File: config.mk
export PLATFORM = sky130hd
export DESIGN_NAME = mux_sel_arbiter
export DESIGN_NICKNAME = d
export VERILOG_FILES = /design/src/rtl/mux_sel_pkg.sv /design/src/rtl/rr_pointer.sv /design/src/rtl/mux_sel_arbiter.sv
export SDC_FILE = /design/constraint.sdc
export NUM_CORES = 1
export LEC_CHECK = 0
export ABC_CLOCK_PERIOD_IN_PS = 2170
export CORE_MARGIN = 3
export CORE_UTILIZATION = 25
export DETAILED_ROUTE_END_ITERATION = 10
export HOLD_SLACK_MARGIN = 0.02
export SLEW_MARGIN = 10
export SYNTH_ARGS = -nofsm -noshare
export SYNTH_HDL_FRONTEND = slang
export SYNTH_SLANG_ARGS = --single-unit
File: constraint.sdc
create_clock -name clk -period 2.17 [get_ports clk]
set_clock_uncertainty 0.15 [all_clocks]
set_input_delay 0.5425 -clock clk [delete_from_list [all_inputs] [get_ports clk]]
set_output_delay 0.5425 -clock clk [all_outputs]
set_load 0.03 [all_outputs]
File: src/rtl/mux_sel_pkg.sv
// rtl/mux_sel_pkg.sv - shared state encoding and select constants for mux_sel_arbiter
package mux_sel_pkg;

  typedef enum logic [1:0] {
    IDLE  = 2'd0,
    GNT_A = 2'd1,
    GNT_B = 2'd2
  } arb_state_t;

  localparam logic SEL_A = 1'b0;
  localparam logic SEL_B = 1'b1;

endpackage

File: src/rtl/rr_pointer.sv
// rtl/rr_pointer.sv - 1-bit round-robin priority pointer, updated when a grant is released
import mux_sel_pkg::*;

module rr_pointer (
  input  logic clk,
  input  logic rst,
  input  logic release_grant,
  input  logic served,
  output logic ptr
);

  // ptr names the favoured source; the one just served drops to lowest priority
  always_ff @(posedge clk) begin
    if (rst) begin
      ptr <= SEL_A;
    end else if (release_grant) begin
      ptr <= ~served;
    end
  end

endmodule

File: src/rtl/mux_sel_arbiter.sv
// rtl/mux_sel_arbiter.sv - two-source burst round-robin arbiter driving a 2:1 mux select
// Optional burst limit enabled with `define MUX_SEL_BURST_LIMIT_EN
import mux_sel_pkg::*;

module mux_sel_arbiter #(
  parameter  int MAX_BURST = 16,
  localparam int CNT_W     = $clog2(MAX_BURST + 1)
) (
  input  logic             clk,
  input  logic             rst,
  input  logic             req_a,
  input  logic             req_b,
  input  logic             last_a,
  input  logic             last_b,
  input  logic             beat,
  output logic             sel,
  output logic             grant_a,
  output logic             grant_b,
  output logic             abort,
  output logic [CNT_W-1:0] beat_cnt
);

  arb_state_t       state, state_n;
  logic             sel_n, grant_a_n, grant_b_n, abort_n;
  logic [CNT_W-1:0] cnt_n, cnt_inc;
  logic             rel, served, ptr;
  logic             at_limit, done_a, done_b;

  rr_pointer u_ptr (
    .clk           (clk),
    .rst           (rst),
    .release_grant (rel),
    .served        (served),
    .ptr           (ptr)
  );

  assign cnt_inc = (beat_cnt == CNT_W'(MAX_BURST)) ? beat_cnt : beat_cnt + CNT_W'(1);

`ifdef MUX_SEL_BURST_LIMIT_EN
  assign at_limit = (beat_cnt == CNT_W'(MAX_BURST - 1));
`else
  assign at_limit = 1'b0;
`endif

  // Hitting the burst limit closes the grant exactly like a last beat
  assign done_a = beat && (last_a || at_limit);
  assign done_b = beat && (last_b || at_limit);

  always_comb begin
    state_n = state;
    sel_n   = sel;
    abort_n = 1'b0;
    cnt_n   = beat_cnt;
    rel     = 1'b0;
    served  = SEL_A;
    case (state)
      IDLE: begin
        if (req_a && (!req_b || ptr == SEL_A)) begin
          state_n = GNT_A;
        end else if (req_b) begin
          state_n = GNT_B;
        end
      end
      GNT_A: begin
        if (beat) cnt_n = cnt_inc;
        if (done_a) begin
          rel     = 1'b1;
          served  = SEL_A;
          state_n = req_b ? GNT_B : IDLE;
        end else if (!req_a) begin
          rel     = 1'b1;
          served  = SEL_A;
          state_n = IDLE;
          abort_n = 1'b1;
        end
      end
      GNT_B: begin
        if (beat) cnt_n = cnt_inc;
        if (done_b) begin
          rel     = 1'b1;
          served  = SEL_B;
          state_n = req_a ? GNT_A : IDLE;
        end else if (!req_b) begin
          rel     = 1'b1;
          served  = SEL_B;
          state_n = IDLE;
          abort_n = 1'b1;
        end
      end
      default: state_n = IDLE;
    endcase
    // sel moves only on grant entry, so it holds through IDLE
    if (state_n == GNT_A && state != GNT_A) begin
      sel_n = SEL_A;
      cnt_n = '0;
    end else if (state_n == GNT_B && state != GNT_B) begin
      sel_n = SEL_B;
      cnt_n = '0;
    end
    grant_a_n = (state_n == GNT_A);
    grant_b_n = (state_n == GNT_B);
  end

  always_ff @(posedge clk) begin
    if (rst) begin
      state    <= IDLE;
      sel      <= SEL_A;
      grant_a  <= 1'b0;
      grant_b  <= 1'b0;
      abort    <= 1'b0;
      beat_cnt <= '0;
    end else begin
      state    <= state_n;
      sel      <= sel_n;
      grant_a  <= grant_a_n;
      grant_b  <= grant_b_n;
      abort    <= abort_n;
      beat_cnt <= cnt_n;
    end
  end

endmodule

Word level (Yosys, flattened, before mapping)
Index checks and enable logic that the tools add are counted.
W data, S select, Z words.
{"block": "word_totals", "reg_bits": 12, "in_bits": 7, "out_inout_bits": 9, "wordCells": 48}
{"block": "classes", "addsub": 1, "n_eq_ne": 7, "mux": 18, "bitwise": 3, "n_reduce_logical": 12}
{"cell": "$mux W2", "n": 7}
{"cell": "$mux W1", "n": 8}
{"cell": "$pmux W2 S3", "n": 1}
{"cell": "$add A5 B1 Y5 const B", "n": 1}
{"cell": "$eq A5 B5 Y1 const B", "n": 1}
{"cell": "$logic_and A1 B1 Y1", "n": 5}
{"cell": "$eq A2 B1 Y1 const B", "n": 2}
{"cell": "$eq A2 B2 Y1 const B", "n": 2}
{"cell": "$pmux W1 S2", "n": 2}
{"cell": "$reduce_or A2 Y1", "n": 2}
{"cell": "$not A1 Y1", "n": 3}
{"cell": "$reduce_and A3 Y1", "n": 1}
{"cell": "$reduce_or A3 Y1", "n": 1}
{"cell": "$logic_not A2 Y1", "n": 1}
{"cell": "$ne A2 B1 Y1 const B", "n": 1}
{"cell": "$ne A2 B2 Y1 const B", "n": 1}
{"cell": "$logic_not A1 Y1", "n": 1}
{"cell": "$logic_or A1 B1 Y1", "n": 1}

Longest topological paths before layout
Gate-level depths: netlist of run 1.
{"block": "logic_depth", "depth_word": 8, "ltp_mapped": 7, "ltp_nobuf": 7}

Modules after synthesis
Synthesis of run 1 repeated with hierarchy kept, for this count alone.
{"block": "hier_totals", "hier_cells": 74, "hier_area_um2": 701.9}
{"mod": "mux_sel_arbiter", "n_inst": 1, "cells_per_inst": 71, "area_each_um2": 670.6, "seq_area_each_um2": 220.2}
{"mod": "rr_pointer", "n_inst": 1, "cells_per_inst": 3, "area_each_um2": 31.3, "seq_area_each_um2": 20.0}

Worst setup path before layout of run 1
Ideal clock, no wire load.
{"block": "synth_timing", "kind": "register to register", "start": "reg state[0]", "end": "reg sel", "setup_ns": 0.059, "arrival_time_ns": 1.608, "required_time_ns": 1.961, "path_slack_ns": 0.353, "path_stages_with_launch": 8, "path_buffers": 0, "synth_period_minus_slack_ns": 1.817, "cell_sequence": "dfxtp_1 inv_1 ha_1 and3b_1 a31oi_1 o211ai_1 a31o_2 o21ba_1"}
{"block": "synth_between", "elab_chain_cells": 6, "word_cells_on_any_way": 17, "classes_between": "6 x eq/ne; 7 x mux; 4 x reduce/logical"}
{"element": "start, declared", "line": "mux_sel_arbiter.sv:23", "source": "arb_state_t state, state_n;"}
{"element": "start signal, assigned", "line": "mux_sel_arbiter.sv:113", "source": "state <= state_n;"}
{"element": "$mux W2 (on tied branches)", "line": "mux_sel_arbiter.sv:83, mux_sel_arbiter.sv:70, mux_sel_arbiter.sv:60"}
{"element": "$mux W2 (on tied branches)", "line": "mux_sel_arbiter.sv:79, mux_sel_arbiter.sv:66, mux_sel_arbiter.sv:58"}
{"element": "$pmux W2 S3", "line": "mux_sel_arbiter.sv:56", "source": "case (state)"}
{"element": "$eq A2 B1 Y1", "line": "mux_sel_arbiter.sv:93", "source": "if (state_n == GNT_A && state != GNT_A) begin"}
{"element": "$logic_and A1 B1 Y1", "line": "mux_sel_arbiter.sv:93"}
{"element": "$reduce_or A2 Y1 (no line)"}
{"element": "end signal, assigned", "line": "mux_sel_arbiter.sv:114", "source": "sel <= sel_n;"}
{"element": "end, declared", "line": "mux_sel_arbiter.sv:16", "source": "output logic sel,"}
Parallel ways exist; a longest one is shown, timed or not.
A chain may end at the register's enable or synchronous reset.

Worst setup path after layout of run 1
{"block": "layout_timing", "start": "reg beat_cnt[3]", "end": "out beat_cnt[3]"}
{"element": "start, declared", "line": "mux_sel_arbiter.sv:20", "source": "output logic [CNT_W-1:0] beat_cnt"}
{"element": "start signal, assigned", "line": "mux_sel_arbiter.sv:118", "source": "beat_cnt <= cnt_n;"}
No word-level cell between the ends.

==> results.txt, run 1 <==
In this run the static leakage power is 0.419 nW. The headroom to the max-slew limit came out at 0.791. The area of the core region is 2570 um2.

The Yosys step of the flow raised 0 warnings. The effective utilization at floorplan came out at 0.272. 16 I/O pins were placed. The max-slew violation count came out at 0. sky130_fd_sc_hd__dfxtp_1 is the most common cell in the netlist. The power per standard cell area came out at 593 nW/um2.

The floorplan row count is 18. The post-cts hold buffer count came out at 0. The via count of the first global-routing pass came to 649. Across all hold checks on the routed design, the worst slack comes to 0.338 ns. The most used flip-flop cell after synthesis is sky130_fd_sc_hd__dfxtp_1. The area growth from synthesis to layout is 42.5%. The cell area after technology mapping is 698 um2.

For this run, the register share of the synthesized area comes to 0.344. After layout, the design draws a total of 0.590 mW. The maximum fanout encountered on the critical timing path came out at 4. The congestion estimate from routability-driven global placement came to 0.796. Of the available clock period, the critical path in the final layout requires 0.963. The initial antenna violation count is 0.

The number of buffer and inverter instances along the worst setup path is 1. At the worst endpoint, the arrival time is 1.40 ns. The final-layout setup total negative slack came out at 0 ns. Setup repair after global routing left no endpoint under its margin.

The max-capacitance violation count came out at 0. The count of antenna-violating nets left after detailed routing came out at 0. Counting along the longest clock path gives a buffer depth of 2. The average wire per standard cell is 11.4 um.

The slowest stage cell on the critical path is sky130_fd_sc_hd__clkdlybuf4s50_1. In the routed design, unresolved DRC markers number 0. The pin count of the biggest net entering global routing is 8. For the worst setup path, the data required time is 1.48 ns.

The flow ran to the end, and the final reports show no timing, DRC or antenna violations. The vertical die dimension came out at 58.8 um. In the post-synthesis netlist, the biggest area contributors are sky130_fd_sc_hd__dfxtp_1 34%, sky130_fd_sc_hd__ha_1 11%, sky130_fd_sc_hd__nor3_1 5.0%. The detailed-routing iteration count for the pre-antenna-repair pass came out at 4. The number of hold violations in the final report came out at 0.

The async set-reset flop share out of synthesis came out at 0. STA classifies the critical path endpoint as an output pin. The kind of cell adding the most delay to the critical path is buffers and inverters. The setup-violating endpoint count in the final report came out at 0. The number of distinct library cells after synthesis is 30. The tree is rooted in a sky130_fd_sc_hd__clkbuf_4.

The net count after synthesis came out at 90. Walking the worst path, the cells encountered are clkdlybuf4s50_1. The sum of net half-perimeters after detailed placement came out at 1220 um.

The clock input transition at the sequential cells of the worst setup and hold paths came out at 0.07 ns. The number of clock buffers added by TritonCTS is 3. Counting instances in the post-synthesis netlist gives the leading cell types as 12 x sky130_fd_sc_hd__dfxtp_1, 8 x sky130_fd_sc_hd__nand2_1, 7 x sky130_fd_sc_hd__nor3_1. The fraction of layout instances using a drive strength above 1 is 0.162.

CTS saw 12 sinks. Synthesis inferred 12 register bits. The mean instance size in the synthesized netlist is 9.07 um2. The shortest clock period the worst path allows after layout came out at 2.09 ns. The class of the most critical hold timing path is flip-flop to flip-flop. The antenna diode count is 0. The all-layer global routing usage is 0.103. The insertion delay of the later-clocked pin in the worst-skew pair came out at 0.27 ns. The slew of the pin with the lowest slew margin came out at 0.312 ns. In the routed layout, each cell is associated on average with a via count of 4.77. The floorplan die area is 3460 um2. The global-route wire length before repair is 2690 um. The layout net count came out at 119. The total wire length is 1540 um. TritonCTS built the clock tree. The share of synthesized area in the top cell type comes to 0.344. The count of H-tree levels built during CTS is 1. The biggest area contributor in the post-synthesis netlist is sky130_fd_sc_hd__dfxtp_1. The largest incremental delay on the critical path came out at 0.71 ns.

The count of flip-flops with a built-in enable after synthesis came out at 0. Synthesis produced a netlist whose cell count is 77. The filler cells instantiated in the layout total 275. The horizontal die dimension is 58.8 um.

The critical path is of the flip-flop to output pin type. The worst setup path is launched from a flip-flop. Derived from the worst setup path, the maximum achievable clock frequency is 479 MHz. The first routing iteration left 23 violations. The worst-case IR drop observed on VDD is 0.000397 V. The routed via count came out at 644.

Buffers placed on the I/O ports in this run total 15. The total congestion overflow came out at 0.
==> power by group <==
group / switching [mW] / total, mW / internal, mW
registers: 0.00676 / 0.239 / 0.233
logic: 0.0915 / 0.177 / 0.0852
clock network: 0.0723 / 0.174 / 0.102
==> registers in the layout, indices dropped and copies added (netlist names) <==
name       cells
grant_a        1
grant_b        1
state          2
abort          1
u_ptr.ptr      1
beat_cnt       5
sel            1
==> metal layers <==
layer / global-route usage / share of wire / up-vias
met5: 0 / 0 / -
met4: 0.0583 / 0.019 / 0
met3: 0.0219 / 0.044 / 4
met2: 0.156 / 0.43 / 17
met1: 0.133 / 0.51 / 287
li1: - / - / 336
==> layout by cell type, fill, tap and decap left out, types with 3 or more instances in the layout <==
| cell type | Yosys | layout |
|---|---|---|
| sky130_fd_sc_hd__clkdlybuf4s50_1 | 0 | 13 |
| sky130_fd_sc_hd__dfxtp_1 | 12 | 12 |
| sky130_fd_sc_hd__buf_4 | 0 | 9 |
| sky130_fd_sc_hd__nand2_1 | 8 | 8 |
| sky130_fd_sc_hd__nor3_1 | 7 | 7 |
| sky130_fd_sc_hd__ha_1 | 6 | 6 |
| sky130_fd_sc_hd__inv_1 | 5 | 5 |
| sky130_fd_sc_hd__nor2_1 | 5 | 5 |
| sky130_fd_sc_hd__and3_1 | 4 | 4 |
| sky130_fd_sc_hd__a31oi_1 | 3 | 3 |
| sky130_fd_sc_hd__xor2_1 | 3 | 3 |
| sky130_fd_sc_hd__clkbuf_4 | 0 | 3 |
==> cell type report <==
class,instances,area (um2),share of cell area
Multi-Input combinational cell,60,439,0.442
Tap cell,30,37.5,0.0377
Inverter,5,18.8,0.0189
Sequential cell,12,240,0.242
Clock buffer,4,36.3,0.0365
Timing Repair Buffer,24,223,0.224
==> stage by stage <==
stage               cells   util  instance area (um2)  setup WS (ns)
floorplan              77      -                  698          0.353
global placement      130  0.368                  946         -0.201
detailed placement    130  0.368                  946         -0.203
CTS                   134  0.383                  982         0.0620
global route          135  0.387                  995         0.0263
finish                135  0.387                  995         0.0813
==> final timing paths <==
| path | slack [ns] | depth (start not counted) | endpoint | startpoint |
|---|---|---|---|---|
| worst max register to register | 0.31 | 7 | sel$_SDFFE_PP0P_ | state[0]$_SDFF_PP0_ |
| worst min register to register | 0.34 | 1 | sel$_SDFFE_PP0P_ | sel$_SDFFE_PP0P_ |
| worst min-delay path | 0.34 | 1 | sel$_SDFFE_PP0P_ | sel$_SDFFE_PP0P_ |
| worst max-delay path | 0.08 | 1 | beat_cnt[3] | beat_cnt[3]$_SDFFE_PP0P_ |
==> timing repair <==
action                                  in CTS  in global routing
buffers inserted                             0                  1
endpoints found under the setup margin       0                  6
gates resized for setup                      0                  2
==> kinds of logic (layout without fill, tap and decap cells) <==
family | after synthesis | after routing | share of synthesized area
buffers and inverters | 5 | 33 | 0.0269
AO/OA/AOI/OAI | 13 | 13 | 0.156
flip-flops | 12 | 12 | 0.344
adder cells (fa/ha/maj) | 6 | 6 | 0.108
AND/OR/NAND/NOR | 36 | 36 | 0.301
multiplexers | 1 | 1 | 0.0143
XOR/XNOR | 4 | 4 | 0.0502
Note: power is estimated with default switching activity, not from simulation.
==> run 2, diff against run 1 <==
--- a/config.mk
+++ b/config.mk
@@ -7,9 +7,10 @@
 export LEC_CHECK = 0
 export ABC_CLOCK_PERIOD_IN_PS = 2170
 export CORE_MARGIN = 3
-export CORE_UTILIZATION = 25
+export CORE_UTILIZATION = 47
 export DETAILED_ROUTE_END_ITERATION = 10
 export HOLD_SLACK_MARGIN = 0.02
+export PLACE_DENSITY = 0.76
 export SLEW_MARGIN = 10
 export SYNTH_ARGS = -nofsm -noshare
 export SYNTH_HDL_FRONTEND = slang
==> results.txt, run 2 (synthesis results as in run 1) <==
The number of placed I/O pins came out at 16 (unchanged). The setup slack at placement came out at -0.278 ns (was -0.203 ns). The footprint of the multi-input gates came out at 452 um2 (was 439 um2). The clock tree from TritonCTS was yes (unchanged). The layout net count is 119 (unchanged). The via count of the first global-routing pass is 642 (was 649). The vertical die dimension was 44.5 um (was 58.8 um). The data arrival time of the critical path is 2.16 ns (was 1.40 ns).

The worst flop-to-flop path endpoint was beat_cnt[4]$_SDFFE_PP0P_ (was sel$_SDFFE_PP0P_). The final-layout setup total negative slack came to 0 ns (unchanged). The critical path endpoint category is a flip-flop (was output pin). The most frequent standard cell in the layout excluding fill and tap cells is sky130_fd_sc_hd__clkdlybuf4s50_1 (unchanged). The initial antenna violation count came to 0 (unchanged). The total congestion overflow is 0 (unchanged). The maximum operating frequency is 469 MHz (was 479 MHz).

The average wire per standard cell came out at 14.7 um (was 11.4 um). The internal power was 0.420 mW (about the same). The class of the most critical hold timing path is flip-flop to flip-flop (unchanged).

The floorplan row count came out at 13 (was 18). The non-filler instance count after layout came out at 120 (was 135). The leakage power figure came out at 0.423 nW (was 0.419 nW). The cell count after placement is 114 (was 130). The area of the core region came out at 1350 um2 (was 2570 um2). The number of clock sinks is 12 (unchanged). The routed via count was 686 (was 644). The worst vdd rail ir drop was 0.000508 V (was 0.000397 V). The critical register-to-register path startpoint is state[1]$_SDFF_PP0_ (was state[0]$_SDFF_PP0_). Commonest cells after routing, fill and taps aside: 13 x sky130_fd_sc_hd__clkdlybuf4s50_1, 11 x sky130_fd_sc_hd__dfxtp_1, 9 x sky130_fd_sc_hd__buf_4 (was 13 x sky130_fd_sc_hd__clkdlybuf4s50_1, 12 x sky130_fd_sc_hd__dfxtp_1, 9 x sky130_fd_sc_hd__buf_4). The antenna diode count came out at 0 (unchanged). The end point of the critical path is sel$_SDFFE_PP0P_ (was beat_cnt[3]). The count of H-tree levels built during CTS came out at 1 (unchanged).

The slew of the pin with the lowest slew margin came to 0.316 ns (was 0.312 ns). The data required time at the worst endpoint was 2.20 ns (was 1.48 ns). The total wire length is 1760 um (was 1540 um). The fraction of power spent switching nets is 0.300 (was 0.289). The max-slew violation count came out at 0 (unchanged). The setup-violating endpoint count in the final report is 0 (unchanged). The global-route wire length before repair came out at 2790 um (was 2690 um). The maximum number of buffers from clock root to sink came to 2 (unchanged). The clock root buffer is sky130_fd_sc_hd__clkbuf_4 (unchanged). The detailed-route DRC error count is 0 (unchanged).

The per-cell via count in the routed design is 5.72 (was 4.77). The logic depth of the worst register-to-register path came to 7 (unchanged). The TritonCTS buffer count is 3 (unchanged). The post-synthesis to final-layout area growth is 41.8% (was 42.5%). The start point of the critical path is last_a (was beat_cnt[3]$_SDFFE_PP0P_). The clock group share of total power came to 0.296 (was 0.295). The shortest clock period the worst path allows after layout is 2.13 ns (was 2.09 ns).

The relative contribution of sequential cells to total power is 0.403 (was 0.406). The detailed-routing iteration count for the pre-antenna-repair pass came out at 4 (unchanged). The maximum fanout encountered on the critical timing path was 6 (was 4).

The minimum setup slack in the final design came out at 0.0365 ns (was 0.0813 ns). The register area came to 241 um2 (was 240 um2). The power per standard cell area came out at 607 nW/um2 (was 593 nW/um2). The fraction of layout instances using a drive strength above 1 is 0.200 (was 0.162).

The part of the total power dissipated in combinational logic came out at 0.301 (was 0.299). The reg-to-reg setup timing slack is 0.24 ns (was 0.31 ns). The kind of launch point of the worst setup path is an input port (was flip-flop). The weighted congestion at the end of routability-driven global placement was 0.836 (was 0.796). The flip-flop count of the largest register, all copies and words added is 5 (unchanged). The critical setup path kind is input port to flip-flop (was flip-flop to output pin). Biggest regs: beat_cnt: 5 flops, state: 2 flops (unchanged).

The all-layer global routing usage is 0.201 (was 0.103). The floorplan die area is 1980 um2 (was 3460 um2). The part of the cycle the worst path needs came to 0.983 (was 0.963). The number of DRC markers after the initial detailed-route iteration came to 14 (was 23). The switching power summed over all nets came out at 0.180 mW (was 0.171 mW). The post-detailed-placement cell area came out at 920 um2 (was 946 um2).

The sum of net half-perimeters after detailed placement came to 1350 um (was 1220 um). The insertion delay of the later-clocked pin in the worst-skew pair came out at 0.28 ns (was 0.27 ns). The sum of internal, switching and leakage power came out at 0.600 mW (was 0.590 mW). Result of the run: complete, no violations (unchanged). The fill cell total of the finished layout came out at 117 (was 275). The post-route cell area is 990 um2 (was 995 um2). The register containing the most flip-flops in the final layout is beat_cnt (unchanged). The count of antenna-violating nets left after detailed routing came out at 0 (unchanged). The number of buffer cells added on primary ports came out at 15 (unchanged). The depth of the worst hold-timing path is 1 (unchanged).

The horizontal die dimension came out at 44.5 um (was 58.8 um). The max-capacitance violation count is 0 (unchanged). The effective utilization at floorplan was 0.517 (was 0.272). The clock input transition at the sequential cells of the worst setup and hold paths came out at 0.07 ns (about the same). The pin count of the biggest net entering global routing came out at 8 (unchanged). The headroom to the max-slew limit is 0.789 (was 0.791).

The number of hold violations in the final report came out at 0 (unchanged).
run 2: cell type report:
| class | count | share of cell area |
|---|---|---|
| sequential | 12 | 0.244 |
| multi-input combinational | 60 | 0.456 |
| clock buffer | 4 | 0.0367 |
| timing repair buffer | 24 | 0.225 |
| tap | 15 | 0.0190 |
| inverter | 5 | 0.0190 |
run 2: worst min-delay path by stage:
stage                                 startpoint                      to  slack, ns
after floorplan           u_ptr.ptr$_SDFFE_PP0P_  u_ptr.ptr$_SDFFE_PP0P_       0.34
after detailed placement        sel$_SDFFE_PP0P_        sel$_SDFFE_PP0P_       0.32
final                           sel$_SDFFE_PP0P_        sel$_SDFFE_PP0P_       0.33
after global placement          sel$_SDFFE_PP0P_        sel$_SDFFE_PP0P_       0.31
after global routing            sel$_SDFFE_PP0P_        sel$_SDFFE_PP0P_       0.37
after CTS                       sel$_SDFFE_PP0P_        sel$_SDFFE_PP0P_       0.33
run 2: repair_timing:
action	CTS	global route
hold buffers	0	0
buffers inserted	0	2
resized for setup	0	6
endpoints found under the setup margin	0	6
run 2: power groups by stage:
stage	clock, mW	sequential [mW]	combinational [mW]
6_report	0.178	0.242	0.181
3_3_place_gp	0	0.247	0.165
3_5_place_dp	0	0.247	0.169
4_1_cts	0.183	0.242	0.170
2_1_floorplan	0	0.263	0.0871
5_1_grt	0.194	0.244	0.194
run 2: worst max-delay path: stages:
cell and delay, ns:
sky130_fd_sc_hd__clkdlybuf4s50_1 0.53, sky130_fd_sc_hd__nand2_2 0.10, sky130_fd_sc_hd__a31o_1 0.26, sky130_fd_sc_hd__a221oi_4 0.32, sky130_fd_sc_hd__nor4_4 0.08, sky130_fd_sc_hd__buf_4 0.17, sky130_fd_sc_hd__o21ba_1 0.16
run 2: routing by layer:
metal / track usage / wire length [um] / part of all wire
met5: 0 / 0 / 0
met4: 0.108 / 34 / 0.019
met3: 0.0650 / 84 / 0.048
met2: 0.318 / 834 / 0.47
met1: 0.239 / 809 / 0.46
run 2: metrics by stage:
step           hold slack, ns  utilization
2_1_floorplan           0.336            -
3_3_place_gp            0.314        0.681
3_5_place_dp            0.315        0.681
4_1_cts                 0.332        0.708
5_1_grt                 0.367        0.733
6_report                0.328        0.733
==> run 3, diff against run 2 <==
--- a/config.mk
+++ b/config.mk
@@ -5,12 +5,12 @@
 export SDC_FILE = /design/constraint.sdc
 export NUM_CORES = 1
 export LEC_CHECK = 0
-export ABC_CLOCK_PERIOD_IN_PS = 2170
+export ABC_CLOCK_PERIOD_IN_PS = 2500
 export CORE_MARGIN = 3
-export CORE_UTILIZATION = 47
+export CORE_UTILIZATION = 51
 export DETAILED_ROUTE_END_ITERATION = 10
 export HOLD_SLACK_MARGIN = 0.02
-export PLACE_DENSITY = 0.76
+export PLACE_DENSITY = 0.81
 export SLEW_MARGIN = 10
 export SYNTH_ARGS = -nofsm -noshare
 export SYNTH_HDL_FRONTEND = slang
==> constraint.sdc (replaced) <==
create_clock -name clk -period 2.5 [get_ports clk]
set_clock_uncertainty 0.15 [all_clocks]
set_input_delay 0.625 -clock clk [delete_from_list [all_inputs] [get_ports clk]]
set_output_delay 0.625 -clock clk [all_outputs]
set_load 0.03 [all_outputs]
==> results.txt, run 3 (synthesis results as in run 1) <==
Result of the run: complete, no violations (unchanged). The clock input transition at the sequential cells of the worst setup and hold paths came to 0.07 ns (about the same). Commonest cells after routing, fill and taps aside: 15 x sky130_fd_sc_hd__clkdlybuf4s50_1, 12 x sky130_fd_sc_hd__dfxtp_1, 8 x sky130_fd_sc_hd__nand2_1 (was 13 x sky130_fd_sc_hd__clkdlybuf4s50_1, 11 x sky130_fd_sc_hd__dfxtp_1, 9 x sky130_fd_sc_hd__buf_4). The max-slew violation count is 0 (unchanged). The final hold slack came out at 0.332 ns (was 0.328 ns). The count of antenna-violating nets left after detailed routing came out at 0 (unchanged).

The post-detailed-placement cell area is 873 um2 (was 920 um2). The part of the cycle the worst path needs came out at 0.870. The clock tree from TritonCTS is yes (unchanged).

The max-capacitance violation count came to 0 (unchanged). The number of cells upsized or downsized after cts came out at 0 (unchanged). The number of hold violations in the final report was 0 (unchanged).

The worst vdd rail ir drop was 0.000486 V (was 0.000508 V). The maximum number of buffers from clock root to sink came out at 2 (unchanged). The initial antenna violation count is 0 (unchanged).

The detailed-route DRC error count is 0 (unchanged). The weighted congestion at the end of routability-driven global placement came out at 0.801 (was 0.836). The leakage power figure came out at 0.362 nW (was 0.423 nW).

The power per standard cell area was 549 nW/um2 (was 607 nW/um2). Biggest regs: beat_cnt: 5 flops, state: 2 flops (unchanged). The effective utilization at floorplan came out at 0.589 (was 0.517). The maximum operating frequency is 460 MHz. The post-cts hold buffer count is 0 (unchanged). The insertion delay of the later-clocked pin in the worst-skew pair is 0.28 ns (about the same). The register containing the most flip-flops in the final layout is beat_cnt (unchanged).

The detailed-routing iteration count for the pre-antenna-repair pass is 4 (unchanged). Setup repair after global routing left no endpoint under its margin. The count of H-tree levels built during CTS came out at 1 (unchanged). The share of the core filled with cells came to 0.767 (was 0.733). The total congestion overflow came to 0 (unchanged). The floorplan die area came out at 1850 um2 (was 1980 um2). The flip-flop count of the largest register, all copies and words added is 5 (unchanged). The sum of net half-perimeters after detailed placement is 1170 um (was 1350 um). The average wire per standard cell was 13.5 um (was 14.7 um).

The TritonCTS buffer count is 3 (unchanged). The slowest stage cell on the critical path is sky130_fd_sc_hd__clkdlybuf4s50_1 (unchanged). The per-cell via count in the routed design came to 5.72 (about the same). The setup-violating endpoint count in the final report came to 0 (unchanged). The setup slack at placement came out at 0.0565 ns (was -0.278 ns). The total wire length came to 1500 um (was 1760 um). The critical path endpoint category is a flip-flop (unchanged). The routed via count came to 635 (was 686). The class of the most critical hold timing path is flip-flop to flip-flop (unchanged). The number of buffer cells added on primary ports came out at 15 (unchanged). Critical path cell sequence: clkdlybuf4s50_1 > nand2_1 > a31o_1 > a221oi_4 > nor4_4 > o21ba_1 (was clkdlybuf4s50_1 > nand2_2 > a31o_1 > a221oi_4 > nor4_4 > buf_4 > o21ba_1). The area of the core region is 1190 um2 (was 1350 um2).

The kind of launch point of the worst setup path is an input port (unchanged). The non-filler instance count after layout is 111 (was 120). The floorplan row count came to 12 (was 13). The sum of internal, switching and leakage power is 0.500 mW (was 0.600 mW). The clock root buffer is sky130_fd_sc_hd__clkbuf_4 (unchanged). The layout net count was 111 (was 119).

The post-route cell area is 910 um2 (was 990 um2). The largest incremental delay on the critical path is 0.57 ns (was 0.53 ns). The number of placed I/O pins came out at 16 (unchanged). The number of DRC markers after the initial detailed-route iteration is 24 (was 14). The cell count after placement came to 107 (was 114).

The data required time at the worst endpoint came out at 2.52 ns (was 2.20 ns). The most frequent standard cell in the layout excluding fill and tap cells is sky130_fd_sc_hd__clkdlybuf4s50_1 (unchanged). The horizontal die dimension is 43 um (was 44.5 um). The pin count of the biggest net entering global routing came to 8 (unchanged). The data arrival time of the critical path is 2.19 ns (was 2.16 ns). The minimum setup slack in the final design is 0.326 ns (was 0.0365 ns).

The final-layout setup total negative slack came to 0 ns (unchanged). The headroom to the max-slew limit was 0.756 (was 0.789). The shortest clock period the worst path allows after layout is 2.17 ns.

The fill cell total of the finished layout was 95 (was 117). The all-layer global routing usage came out at 0.191 (was 0.201). The via count of the first global-routing pass came to 588 (was 642). The antenna diode count is 0 (unchanged). The number of clock sinks came out at 12 (unchanged). The fraction of layout instances using a drive strength above 1 came out at 0.0928 (was 0.200).

The slew of the pin with the lowest slew margin came out at 0.363 ns (was 0.316 ns). The maximum fanout encountered on the critical timing path came to 6 (unchanged). The post-synthesis to final-layout area growth came to 30.3% (was 41.8%). The global-route wire length before repair came out at 2640 um (was 2790 um). The critical setup path kind is input port to flip-flop (unchanged). The vertical die dimension is 43 um (was 44.5 um).

The count of buffers added by post-CTS timing repair for setup was 0 (unchanged).
[run 3: cell count changes in the layout (fill, tap and decap cells not counted)]
cell	delta
sky130_fd_sc_hd__buf_4	-8
sky130_fd_sc_hd__clkdlybuf4s50_1	+2
sky130_fd_sc_hd__dlymetal6s2s_1	-2
sky130_fd_sc_hd__nor3_1	+2
sky130_fd_sc_hd__nor3_2	-2
sky130_fd_sc_hd__dfxtp_1	+1
sky130_fd_sc_hd__dfxtp_2	-1
sky130_fd_sc_hd__nand2_1	+1
sky130_fd_sc_hd__nand2_2	-1
[run 3: routing by layer]
layer / track usage / part of all wire / up-vias
met5: 0 / 0 / -
met4: 0.0181 / 0.0033 / 0
met3: 0.102 / 0.11 / 2
met2: 0.281 / 0.43 / 26
met1: 0.256 / 0.45 / 286
li1: - / - / 321
[run 3: worst max-delay path: cells and delay by family]
kind	cells	cell delay [ns]
and+or+nand+nor	2	0.22
buffers and inverters	1	0.57
AOI/OAI and AO/OA	3	0.78
[run 3: cell type report]
type / count / area, um2 / area share
Multi-Input combinational cell: 60 / 439 / 0.483
Sequential cell: 12 / 240 / 0.264
Timing Repair Buffer: 16 / 158 / 0.173
Clock buffer: 4 / 36.3 / 0.0399
Inverter: 5 / 18.8 / 0.0206
Tap cell: 14 / 17.5 / 0.0193
[run 3: power by group]
part           leakage [nW]  internal (mW)  switching (mW)  total (mW)
sequential           0.0975          0.202         0.00955       0.212
combinational         0.244         0.0596          0.0743       0.134
clock                0.0210         0.0887          0.0655       0.154
[run 3: final timing paths]
check                       from  cells after the start  slack [ns]               end
max                         beat                      6        0.33  sel$_SDFFE_PP0P_
min             sel$_SDFFE_PP0P_                      1        0.33  sel$_SDFFE_PP0P_
max reg2reg  state[1]$_SDFF_PP0_                      7        0.49  sel$_SDFFE_PP0P_
min reg2reg     sel$_SDFFE_PP0P_                      1        0.33  sel$_SDFFE_PP0P_
